## src/rtl/regfile_wr_arb.sv

```systemverilog
// Round-robin writeback arbiter with registered regfile write port,
// plus pending-write scoreboard for decode-stage RAW hazard stalls.
module regfile_wr_arb #(
  parameter int NREQ = 3,
  parameter int DW   = 32
) (
  input  logic              clk,
  input  logic              rst_n,
  input  logic [NREQ-1:0]   req_valid,
  input  logic [5*NREQ-1:0] req_num,
  input  logic [DW*NREQ-1:0] req_data,
  output logic [NREQ-1:0]   req_ready,
  output logic              wr_en,
  output logic [4:0]        wr_num,
  output logic [DW-1:0]     wr_data,
  input  logic              issue_en,
  input  logic [4:0]        issue_num,
  input  logic              flush,
  input  logic [4:0]        rd0_num,
  input  logic [4:0]        rd1_num,
  output logic              rd0_busy,
  output logic              rd1_busy,
  output logic              stall,
  output logic [31:0]       busy_vec
);

  localparam int PW = $clog2(NREQ);

  logic [PW-1:0] rr_ptr;
  logic [PW-1:0] win;
  logic [PW-1:0] nxt_ptr;
  logic          found;
  logic [4:0]    win_num;
  logic [DW-1:0] win_data;

  always_comb begin
    int j;
    j         = 0;
    found     = 1'b0;
    win       = '0;
    req_ready = '0;
    for (int k = 0; k < NREQ; k++) begin
      j = int'(rr_ptr) + k;
      if (j >= NREQ) j = j - NREQ;
      if (!found && req_valid[j]) begin
        found = 1'b1;
        win   = PW'(j);
      end
    end
    if (found) req_ready[win] = 1'b1;
  end

  always_comb begin
    nxt_ptr = win + 1'b1;
    if (int'(win) == NREQ - 1) nxt_ptr = '0;
  end

  assign win_num  = req_num[5*win +: 5];
  assign win_data = req_data[DW*win +: DW];

  // r0 writes are granted but never raise wr_en
  always_ff @(posedge clk or negedge rst_n) begin
    if (!rst_n) begin
      rr_ptr  <= '0;
      wr_en   <= 1'b0;
      wr_num  <= '0;
      wr_data <= '0;
    end else if (found) begin
      rr_ptr  <= nxt_ptr;
      wr_en   <= (win_num != 5'd0);
      wr_num  <= win_num;
      wr_data <= win_data;
    end else begin
      wr_en   <= 1'b0;
    end
  end

  logic [31:0] busy;
  logic [31:0] clr;
  logic [31:0] set;
  logic [31:0] busy_nxt;

  // set is applied after clear so a re-issue wins over a commit
  always_comb begin
    clr = '0;
    set = '0;
    if (wr_en) clr = 32'd1 << wr_num;
    if (issue_en && issue_num != 5'd0) set = 32'd1 << issue_num;
    busy_nxt = (busy & ~clr) | set;
    if (flush) busy_nxt = '0;
  end

  always_ff @(posedge clk or negedge rst_n) begin
    if (!rst_n) begin
      busy <= '0;
    end else begin
      busy <= {busy_nxt[31:1], 1'b0};
    end
  end

  assign busy_vec = busy;
  assign rd0_busy = (rd0_num != 5'd0) && busy[rd0_num];
  assign rd1_busy = (rd1_num != 5'd0) && busy[rd1_num];
  assign stall    = rd0_busy | rd1_busy;

endmodule

```

## config.mk

```make
export PLATFORM = sky130hd
export DESIGN_NAME = regfile_wr_arb
export DESIGN_NICKNAME = d
export VERILOG_FILES = /design/src/rtl/regfile_wr_arb.sv
export SDC_FILE = /design/constraint.sdc
export NUM_CORES = 1
export LEC_CHECK = 0
export BUFFER_PORTS_ARGS = -buffer_cell sky130_fd_sc_hd__buf_2
export CAP_MARGIN = 40
export CELL_PAD_IN_SITES_DETAIL_PLACEMENT = 0
export CELL_PAD_IN_SITES_GLOBAL_PLACEMENT = 2
export CORE_ASPECT_RATIO = 1.5
export CORE_MARGIN = 2
export CORE_UTILIZATION = 25
export CTS_CLUSTER_SIZE = 30
export DETAILED_ROUTE_END_ITERATION = 8
export GPL_TIMING_DRIVEN = 0
export HOLD_SLACK_MARGIN = 0.15
export PLACE_DENSITY_LB_ADDON = 0.2
export REMOVE_ABC_BUFFERS = 1
export SYNTH_ARGS = -nofsm -noshare
export SYNTH_HDL_FRONTEND = slang
export SYNTH_SLANG_ARGS = --single-unit
```

## constraint.sdc

```tcl
create_clock -name clk -period 2.2 [get_ports clk]
set_input_delay 0.11 -clock clk [delete_from_list [all_inputs] [get_ports clk]]
set_output_delay 0.11 -clock clk [all_outputs]
set_load 0.01 [all_outputs]
```

== After elaboration in Yosys (flattened, before gate mapping) ==
Index checks and enable logic that the tools add are counted.
Word-level totals
  flip-flop bits (word level): 71
  input port bits: 133
  output and inout port bits: 76
  word-level logic and storage cells: 73
Cells by class
  add/sub/neg operators: 6
  $mul: 1
  $lt $le $gt $ge: 10
  eq/ne operators: 1
  shift-type cells: 4
  muxes and demuxes: 30
  bitwise gates (word level): 4
  reductions and logical operators: 12
Operators by type and width (number)
  $mux W32: 6
  $lt A32 B4 Y1 const B: 3
  $shiftx A96 B8 Y32: 1
  $shl A1 B5 Y32 const A: 2
  $and A32 B32 Y32: 1
  $not A32 Y32: 1
  $or A32 B32 Y32: 1
  $reduce_bool A5 Y1: 4
  $shiftx A15 B6 Y5: 1
  $mux W1: 13
  $lt A5 B6 Y1 const B: 2
  $bmux W1 S5: 2
  $mux W2: 4
  $sub A3 B2 Y4 const B: 2
  $bmux W1 S2: 3
  $ge A3 B2 Y1 const B: 2
  $logic_and A1 B1 Y1: 6
  $mul A3 B2 Y5 const A: 1
  $add A2 B1 Y3 const B: 1
  $add A2 B2 Y3 const B: 1
  $lt A2 B3 Y1 const B: 1
  $mux W3: 1
  $sub A2 B2 Y3 const B: 1
  $add A2 B1 Y2 const B: 1
  6 further kinds: 7

== Logic depth before layout (Yosys ltp) ==
Gate-level depths: netlist of run 1.
  depth in word-level cells: 17
  gate-level depth with buffers: 11
  depth with buffers taken out: 8

== Worst setup path before layout of run 1 ==
OpenSTA, ideal clock, no wires.
  kind: register -> register
  start: reg rr_ptr[0]
  end: reg wr_data[10]
  arrival: 2327 ps
  required time: 2068 ps
  setup slack: -259 ps
  stages on the path, launching flop included: 12
  period minus slack after synthesis: 2459 ps
  cells stage by stage: dfrtp_1 > inv_1 > ha_1 > buf_6 > and3b_1 > a41o_1 > o31a_1 > buf_6 > buf_12 > mux2_4 > mux2i_1 > o21ai_1
Between the ends
  word-level cells in the longest chain between the ends: 13
RTL lines
  start, declared: RTL line 29  | logic [PW-1:0] rr_ptr;
  start signal, assigned: RTL line 69  | rr_ptr <= nxt_ptr;
  parallel branches: the longest is 13 deep, another holds $sub A3 B2 Y4
  end signal, assigned: RTL line 72  | wr_data <= win_data;
  end, declared: RTL line 15  | output logic [DW-1:0] wr_data,
Parallel ways; which one is timed is not known. The select of a mux whose other input is x is not followed.
A chain may end at the register's enable or synchronous reset.

== Final worst setup path of run 1 ==
  start: reg rr_ptr[1]
  end: reg wr_data[12]
Same word-level chain as after synthesis.

==> results.md, run 1 <==
* Outcome: finished with violations
* Failing checks: negative setup slack
* Reg2reg start: rr_ptr[1]
* Yosys cell types at 51
* Grt ovf at 0
* Worst setup SP type: register
* Highest routed layer: met4
* Final Setup Violations at 42
* Clock skew at 6.780 ps
* Worst EP arrival at 2730 ps
* Fillers at 1943
* RD Place Congestion at 0.7896
* Max Clk Rate at 398.3 MHz
* Clock share of power at 15.3%
* CTS tree: yes
* Area share of the largest cell type after synthesis at 37.40%
* Metal-1 WL at 6379 µm
* Largest net degree at the start of global routing at 40
* Gr usage total at 16.61%
* Async SR Flop Fraction at 100.0%
* Avg WL per Cell at 16.80 µm
* Tmin final at 2511 ps
* Crit Path Class: reg2reg
* Crit-path max FO at 7
* Sw Ratio at 39.41%
* Hold Startpoint: req_data[53]
* Sequential element share of the synthesized area at 37.40%
* ANT cells at 0
* Sw power at 4.006 mW
* CTS Buf Count at 9
* Area leader, netlist: dfrtp_1
* Antenna viol nets, final at 0
* WHS Path Cells at 4
* Clock Latency Late Sink at 330 ps
* Area delta synth->final at 53.44%
* Multi-input combinational cell area at 2938 µm²
* DRT Wirelength at 16850 µm
* Cells after DPL at 912
* Gate Count Post-Synth at 477
* Root buffer cell: clkbuf_16
* Met2 wire len at 9209 µm
* CTS Buffer Depth at 2
* Clock sinks at 71
* Die Area at 20140 µm²
* Yosys reg bits at 71
* Top post-synthesis cells by count: nand2_1 (83), dfrtp_1 (71), o21ai_0 (41)
* Worst EP required at 2410 ps
* Port bufs at 207
* Leak Pwr at 3.499 nW
* Initial Utilization at 25.51%
* Most numerous cell in the Yosys netlist: nand2_1
* Cell-internal power at 6.158 mW
* Worst vdd ir at 1.030 mV
* Setup TNS at -8888 ps
* Max-slew headroom at 35.98%
* RSZ-0062 raised after global routing: true
* Vias post-DR at 4737
* Drt pass-1 iters at 4
* Worst-margin pin slew at 958.2 ps
* Crit path launch: rr_ptr[1]
* Max Slew Vio Count at 0
* IO Pins at 209
* Met3 wire len at 838 µm
* Tightest Hold Check Type: in2reg
* First-pass GRT wire length at 25790 µm
* PD cells at 1394 nW/µm²
* Synth warn at 0
* Clk pin slew, worst setup/hold paths at 60 ps
* Vias per cell at 4.723
* Register-to-register setup slack at -310 ps
* FF+latch area at 1777 µm²
* Fin. Hold Viols at 0
* Initial DRC count at 167
* Die Width at 116.6 µm
* Syn_area_per_cell at 9.960 µm²
* Total of max-cap violations at 0
* Worst R2R End: wr_data[12]
* Num rows at 61
* Fin cells at 1003
* Leading post-synthesis cells by cell area: dfrtp_1 (37%), mux2_4 (8.8%), mux2i_1 (8.2%)
* Tcrit/Tclk final at 114.1%
* CP endpoint kind: register
* Post-DP HPWL at 12760 µm
* Post-synth EDFFs at 0
* Antenna violations before repair at 0
* Top FF cell, synth: dfrtp_1
* Cell Area, Synth at 4751 µm²
* Vias in the first global route at 4806
* R2R depth at 10
* Layout Nets at 884
* Hold Path End: wr_data[21]
* Register share of total power at 20.1%
* Core area at 18620 µm²
* Die Ht at 172.8 µm
* Share of cells above drive strength 1 at 46.60%
* Combinational power share at 64.6%
* Minimum setup slack in the final design at -310.6 ps
* DRC violations left at 0
* Number of H-tree levels at 3
worst max path at each step:
stage	end	slack, ps
global placement	wr_en	-2120
finish	wr_data[12]	-310
floorplan	wr_en	-1310
global route	wr_data[14]	-410
CTS	wr_data[12]	-340
detailed placement	wr_en	-960
per-stage QoR:
stage          area (µm²)  power, mW  util, %  setup WS (ps)  hold slack [ps]
4_1_cts              7138      9.970    38.33         -336.0            165.4
3_5_place_dp         6020      7.118    32.32         -960.8            132.4
2_1_floorplan        4546      5.435        -          -1306           -185.6
5_1_grt              7289      10.87    39.14         -409.5            185.4
6_report             7289      10.16    39.14         -310.6            176.4
3_3_place_gp         5897      6.574    31.66          -2115            382.4
cells in the final DEF (no fill, tap or decap), types with 6 or more instances in the layout:
cell type / synthesis / final
mux2_4: 28 / 30
nor2_1: 9 / 8
o21ai_1: 29 / 28
mux2_2: 10 / 8
nand2_1: 83 / 83
buf_6: 3 / 6
buf_4: 4 / 31
dlygate4sd3_1: 0 / 38
nand2b_1: 6 / 6
mux4_2: 16 / 16
buf_2: 5 / 205
a21oi_1: 37 / 37
clkbuf_16: 0 / 9
mux2i_1: 39 / 29
inv_1: 8 / 6
o21ai_0: 41 / 41
dfrtp_1: 71 / 71
repair_timing:
| item | 4_1_cts | 5_1_grt |
|---|---|---|
| gates cloned | 3 | 0 |
| resized for setup | 40 | 9 |
| pin swaps | 10 | 6 |
| buffers inserted | 22 | 13 |
| hold buffers | 38 | 0 |
| setup endpoints to repair | 46 | 45 |
| hold endpoints to repair | 75 | 0 |
layout make-up:
class                   instances  share of cell area, %
multi-input cells             368                  40.30
repair buffers                289                  26.30
flip-flops and latches         71                  24.37
well taps                     252                  4.325
clock buffers                  10                  3.141
clock inverters                 5                  1.150
inverters                       8                 0.4119
critical path, stage by stage, from the launching register on:
cell and delay (ps):
dfrtp_1 440, inv_2 110, ha_4 200, and3b_2 230, a41o_1 250, o31a_4 330, buf_12 150, buf_16 140
mux2_4 300, mux2i_2 140, o21ai_1 90
cells by family after synthesis:
kind of cell	count (synthesis)	share of synthesized area, %
buffers and inverters	38	4.951
flip-flops	71	37.40
AND/OR/NAND/NOR	133	13.04
AO/OA/AOI/OAI	137	16.46
multiplexers	93	27.02
other	1	0.07893
adder cells (fa/ha/maj)	4	1.054
power by group through the flow:
stage	Combinational (mW)	Clock [mW]	Sequential [mW]
finish	6.56	1.56	2.04
global route	7.11	1.65	2.11
CTS	6.32	1.61	2.05
detailed placement	5.07	0	2.05
global placement	4.55	0	2.02
floorplan	3.25	0	2.19
sequential cells by signal, indices dropped and copies added (netlist names):
signal / count
busy_vec: 31
rr_ptr: 2
wr_data: 32
wr_en: 1
wr_num: 5
metal layers:
| layer | vias up | GRT usage (%) |
|---|---|---|
| li1 | 2281 | - |
| met1 | 2259 | 18.22 |
| met2 | 174 | 31.32 |
| met3 | 23 | 2.243 |
| met4 | 0 | 6.520 |
| met5 | - | 0 |
No activity file was read; power rests on OpenSTA's default activity.
==> inputs of run 2 (changes only) <==
==> constraint.sdc (replaced) <==
create_clock -name clk -period 2.2 [get_ports clk]
set_input_delay 0.33 -clock clk [delete_from_list [all_inputs] [get_ports clk]]
set_output_delay 0.33 -clock clk [all_outputs]
set_load 0.01 [all_outputs]
==> results.md, run 2 (synthesis gave the netlist of run 1 again) <==
* Tmin final at 2690 ps
* Fin cells at 962
* Gr usage total at 16.48%
* IO Pins at 209
* Final Setup Violations at 40
* Leak Pwr at 3.350 nW
* Sw power at 4.116 mW
* Cells after DPL at 912
* Antenna viol nets, final at 0
* Fin. Hold Viols at 0
* Multi-input combinational cell area at 2994 µm²
* Initial Utilization at 25.51%
* Die Area at 20140 µm²
* Hold Startpoint: req_data[75]
* Max Clk Rate at 371.8 MHz
* Worst R2R End: wr_en
* Reg2reg start: rr_ptr[0]
* Avg WL per Cell at 17.70 µm
* DRT Wirelength at 17030 µm
* Share of cells above drive strength 1 at 49.44%
* Largest net degree at the start of global routing at 40
* Fin Hold WS at 270.6 ps
* Outcome: finished with violations
* Antenna violations before repair at 1
* Worst-path cell chain: mux4_2 > mux4_2 > mux2_4 > or2_1 > buf_2
* Clk pin slew, worst setup/hold paths at 60 ps
* Clock share of power at 15.2%
* Vias per cell at 4.768
* Clock sinks at 71
* Combinational power share at 65.0%
* Port bufs at 207
* PD cells at 1480 nW/µm²
* CTS Buf Count at 9
* Largest stage delay on the critical path at 510 ps
* RSZ-0062 raised after global routing: true
* CTS tree: yes
* Number of H-tree levels at 3
* FF+latch area at 1777 µm²
* Worst EP arrival at 2360 ps
* Worst path top cell family by delay: multiplexers
* Biggest register: wr_data
* First-pass GRT wire length at 25530 µm
* CP most frequent cell: mux4_2
* Vias post-DR at 4587
* ANT cells at 0
* Worst setup SP type: register
* Total of max-cap violations at 0
* DRC violations left at 0
* Crit-path max FO at 4
* Layout Nets at 843
* Post-DP HPWL at 12760 µm
* Total power at 10.29 mW
* Clock Latency Late Sink at 330 ps
* Grt ovf at 0
* Core area at 18620 µm²
* Clock skew at 7.954 ps
* Die Width at 116.6 µm
* WHS Path Cells at 3
* Worst EP required at 1870 ps
* Worst vdd ir at 0.9348 mV
* Minimum setup slack in the final design at -489.8 ps
* R2R depth at 9
* Max-slew headroom at 38.82%
* Failing checks: negative setup slack
* CP endpoint kind: output port
* Worst-margin pin slew at 915.7 ps
* Drt pass-1 iters at 4
* Cell-internal power at 6.175 mW
* CP Buf/Inv Count at 1
* Commonest non-fill, non-tap cell in the layout: buf_2
* Tightest Hold Check Type: in2reg
* Crit Path Class: reg2out
* Die Ht at 172.8 µm
* Most frequent cells in the layout: buf_2 (205), nand2_1 (82), dfrtp_1 (71)
* Register share of total power at 19.8%
* RD Place Congestion at 0.7896
* Tcrit/Tclk final at 122.3%
* CP max-delay cell: mux4_2
* Hold Path End: wr_data[11]
* Register-to-register setup slack at -460 ps
* Initial DRC count at 137
* Root buffer cell: clkbuf_16
* CTS Buffer Depth at 2
* Fillers at 1953
* Area delta synth->final at 46.38%
* Sw Ratio at 39.99%
* Max FFs per register at 32
* Num rows at 61
* Max Slew Vio Count at 0
* Vias in the first global route at 4692
run 2: power by group through the flow:
stage / sequential, mW / clock [mW] / combinational (mW)
2_1_floorplan: 2.19 / 0 / 3.25
3_3_place_gp: 2.02 / 0 / 4.55
3_5_place_dp: 2.05 / 0 / 5.07
4_1_cts: 2.05 / 1.61 / 6.25
5_1_grt: 2.11 / 1.65 / 7.20
6_report: 2.04 / 1.56 / 6.69
run 2: area by class of cell:
type,count,share of cell area (%)
Multi-Input combinational cell,368,43.06
Clock buffer,10,3.293
Sequential cell,71,25.55
Timing Repair Buffer,248,21.93
Inverter,8,0.4318
Clock inverter,5,1.205
Tap cell,252,4.534
run 2: timing repair:
item	4_1_cts	5_1_grt
endpoints found under the setup margin	46	44
pin swaps	13	22
gates cloned	3	1
endpoints found under the hold margin	38	0
gates resized for setup	45	21
buffers inserted	22	9
hold buffers	1	0
run 2: tightest hold or removal path: stages:
cell	delay, ps
buf_2	70
mux2i_1	50
o21ai_1	100
run 2: metrics by stage:
stage	TNS, ps	cell area [µm²]	utilization, %	setup slack (ps)
global placement	-81520	5897	31.66	-2115
finish	-14090	6954	37.34	-489.8
detailed placement	-28050	6020	32.32	-960.8
floorplan	-47900	4546	-	-1306
CTS	-13780	6766	36.33	-498.2
global route	-16600	6954	37.34	-555.1
run 2: worst max-delay path by stage:
stage                 startpoint    end  slack, ps  depth (start not counted)
finish              busy_vec[15]  stall       -490                          5
CTS                 busy_vec[15]  stall       -500                          5
global route        busy_vec[15]  stall       -560                          5
global placement       rr_ptr[0]  wr_en      -2120                          8
detailed placement     rr_ptr[1]  wr_en       -960                          9
floorplan              rr_ptr[1]  wr_en      -1310                          8
run 2: routing by layer:
metal / global-route usage, % / wire (µm)
met1: 17.91 / 6231
met2: 31.30 / 9465
met3: 2.559 / 965
met4: 5.931 / 349
met5: 0 / 13
==> inputs of run 3 (changes only) <==
--- a/config.mk
+++ b/config.mk
@@ -16,7 +16,7 @@
 export DETAILED_ROUTE_END_ITERATION = 8
 export GPL_TIMING_DRIVEN = 0
 export HOLD_SLACK_MARGIN = 0.15
-export PLACE_DENSITY_LB_ADDON = 0.2
+export PLACE_DENSITY = 0.77
 export REMOVE_ABC_BUFFERS = 1
 export SYNTH_ARGS = -nofsm -noshare
 export SYNTH_HDL_FRONTEND = slang
==> results.md, run 3 (synthesis gave the netlist of run 1 again) <==
* Clock Latency Late Sink at 330 ps
* Max Clk Rate at 377.1 MHz
* Area delta synth->final at 46.14%
* Max-slew headroom at 38.35%
* Worst setup SP type: register
* Grt ovf at 0
* Avg WL per Cell at 16.99 µm
* Setup TNS at -12260 ps
* Die Area at 20140 µm²
* Cells after DPL at 910
* Num rows at 61
* Minimum setup slack in the final design at -451.8 ps
* Antenna violations before repair at 2
* Biggest register: wr_data
* Drt pass-1 iters at 4
* ANT cells at 0
* R2R depth at 9
* DRC violations left at 0
* Vias per cell at 4.717
* Largest net degree at the start of global routing at 65
* Crit Path Class: reg2out
* Final Setup Violations at 42
* RD Place Congestion at 0.8398
* First-pass GRT wire length at 24360 µm
* Post-DP HPWL at 12090 µm
* CTS Buffer Depth at 2
* Max FFs per register at 32
* DRT Wirelength at 16380 µm
* Fin cells at 964
* Initial DRC count at 181
* Die Width at 116.6 µm
* Register-to-register setup slack at -410 ps
* Worst vdd ir at 1.132 mV
* Core area at 18620 µm²
* Tmin final at 2652 ps
* Crit-path max FO at 4
* Most frequent cells in the layout: buf_2 (204), nand2_1 (81), dfrtp_1 (70)
* Root buffer cell: clkbuf_16
* CTS tree: yes
* Tightest Hold Check Type: in2reg
* Initial Utilization at 25.51%
* Gr usage total at 15.70%
* Die Ht at 172.8 µm
* Port bufs at 207
* Reg2reg start: rr_ptr[1]
* Setup slack at placement at -1017 ps
* Max Slew Vio Count at 0
* Worst EP required at 1870 ps
* Clock sinks at 71
* CP endpoint: stall
* Fin Hold WS at 276.8 ps
* Crit path launch: busy_vec[12]
* CTS Buf Count at 9
* CP endpoint kind: output port
* Clock skew at 6.065 ps
* Tcrit/Tclk final at 120.5%
* Share of cells above drive strength 1 at 49.86%
* Number of H-tree levels at 3
* Fin. Hold Viols at 0
* Antenna viol nets, final at 0
* PD cells at 1460 nW/µm²
* Failing checks: negative setup slack
* Worst-margin pin slew at 922.8 ps
* Commonest non-fill, non-tap cell in the layout: buf_2
* Vias post-DR at 4547
* Final Cell Area at 6943 µm²
* Outcome: finished with violations
* Clk pin slew, worst setup/hold paths at 60 ps
* Worst R2R End: wr_en
* Leak Pwr at 3.362 nW
* Layout Nets at 845
* Total of max-cap violations at 0
* Cell Area, Placed at 5995 µm²
* RSZ-0062 raised after global routing: true
* Vias in the first global route at 4670
* IO Pins at 209
* Worst EP arrival at 2320 ps
==> run 3: cell types whose count changed in the layout (fill, tap and decap cells not counted), sizes merged <==
cell and delta:
clkinvlp -1, bufinv +1, buf +1, nor2 +1
==> run 3: power breakdown <==
part	total [mW]	switching, mW	internal (mW)
Combinational	6.40	3.19	3.21
Sequential	2.05	0.305	1.75
Clock	1.68	0.548	1.13
Total	10.1	4.04	6.09
==> run 3: how the worst min path moves through the flow <==
stage,start,to,cells past startpoint
after CTS,req_data[95],wr_data[31],3
after detailed placement,rst_n,busy_vec[28],1
after global placement,wr_data[28],wr_data[28],2
final,req_data[95],wr_data[31],3
after global routing,req_data[95],wr_data[31],3
after floorplan,rst_n,busy_vec[10],0
==> run 3: timing repair <==
| action | CTS | global route |
|---|---|---|
| pin swaps | 8 | 17 |
| buffers inserted | 29 | 7 |
| gates resized for setup | 40 | 26 |
| endpoints found under the setup margin | 46 | 44 |
| hold buffers | 1 | 0 |
| cloned | 4 | 1 |
| endpoints found under the hold margin | 71 | 0 |
==> run 3: critical path, stage by stage, from the launching register on <==
cell     delay [ps]
dfrtp_1         410
mux4_2          470
mux4_2          480
mux2_2          280
or2_1           220
buf_2           130
==> run 3: metrics by stage <==
| stage | utilization (%) | power (mW) |
|---|---|---|
| after floorplan | - | 5.435 |
| after global placement | 31.66 | 6.532 |
| after detailed placement | 32.19 | 6.988 |
| after CTS | 36.66 | 10.03 |
| after global routing | 37.28 | 10.89 |
| final | 37.28 | 10.14 |
==> run 3: cell type report <==
type,instances,area (µm²)
inverter,8,32.53
multi-input combinational,369,2977
tap,252,315.3
sequential,71,1778
clock buffer,10,239.0
fill,1933,11680
clock inverter,5,106.4
timing repair buffer,249,1495
==> run 3: per-layer routing <==
metal  global-route usage [%]  up-vias  wire length [µm]
met3                    3.435       20              1081
met5                        0        -                13
li1                         -     2208                 -
met4                    5.490        2               359
met1                    16.74     2127              5965
met2                    29.58      190              8961
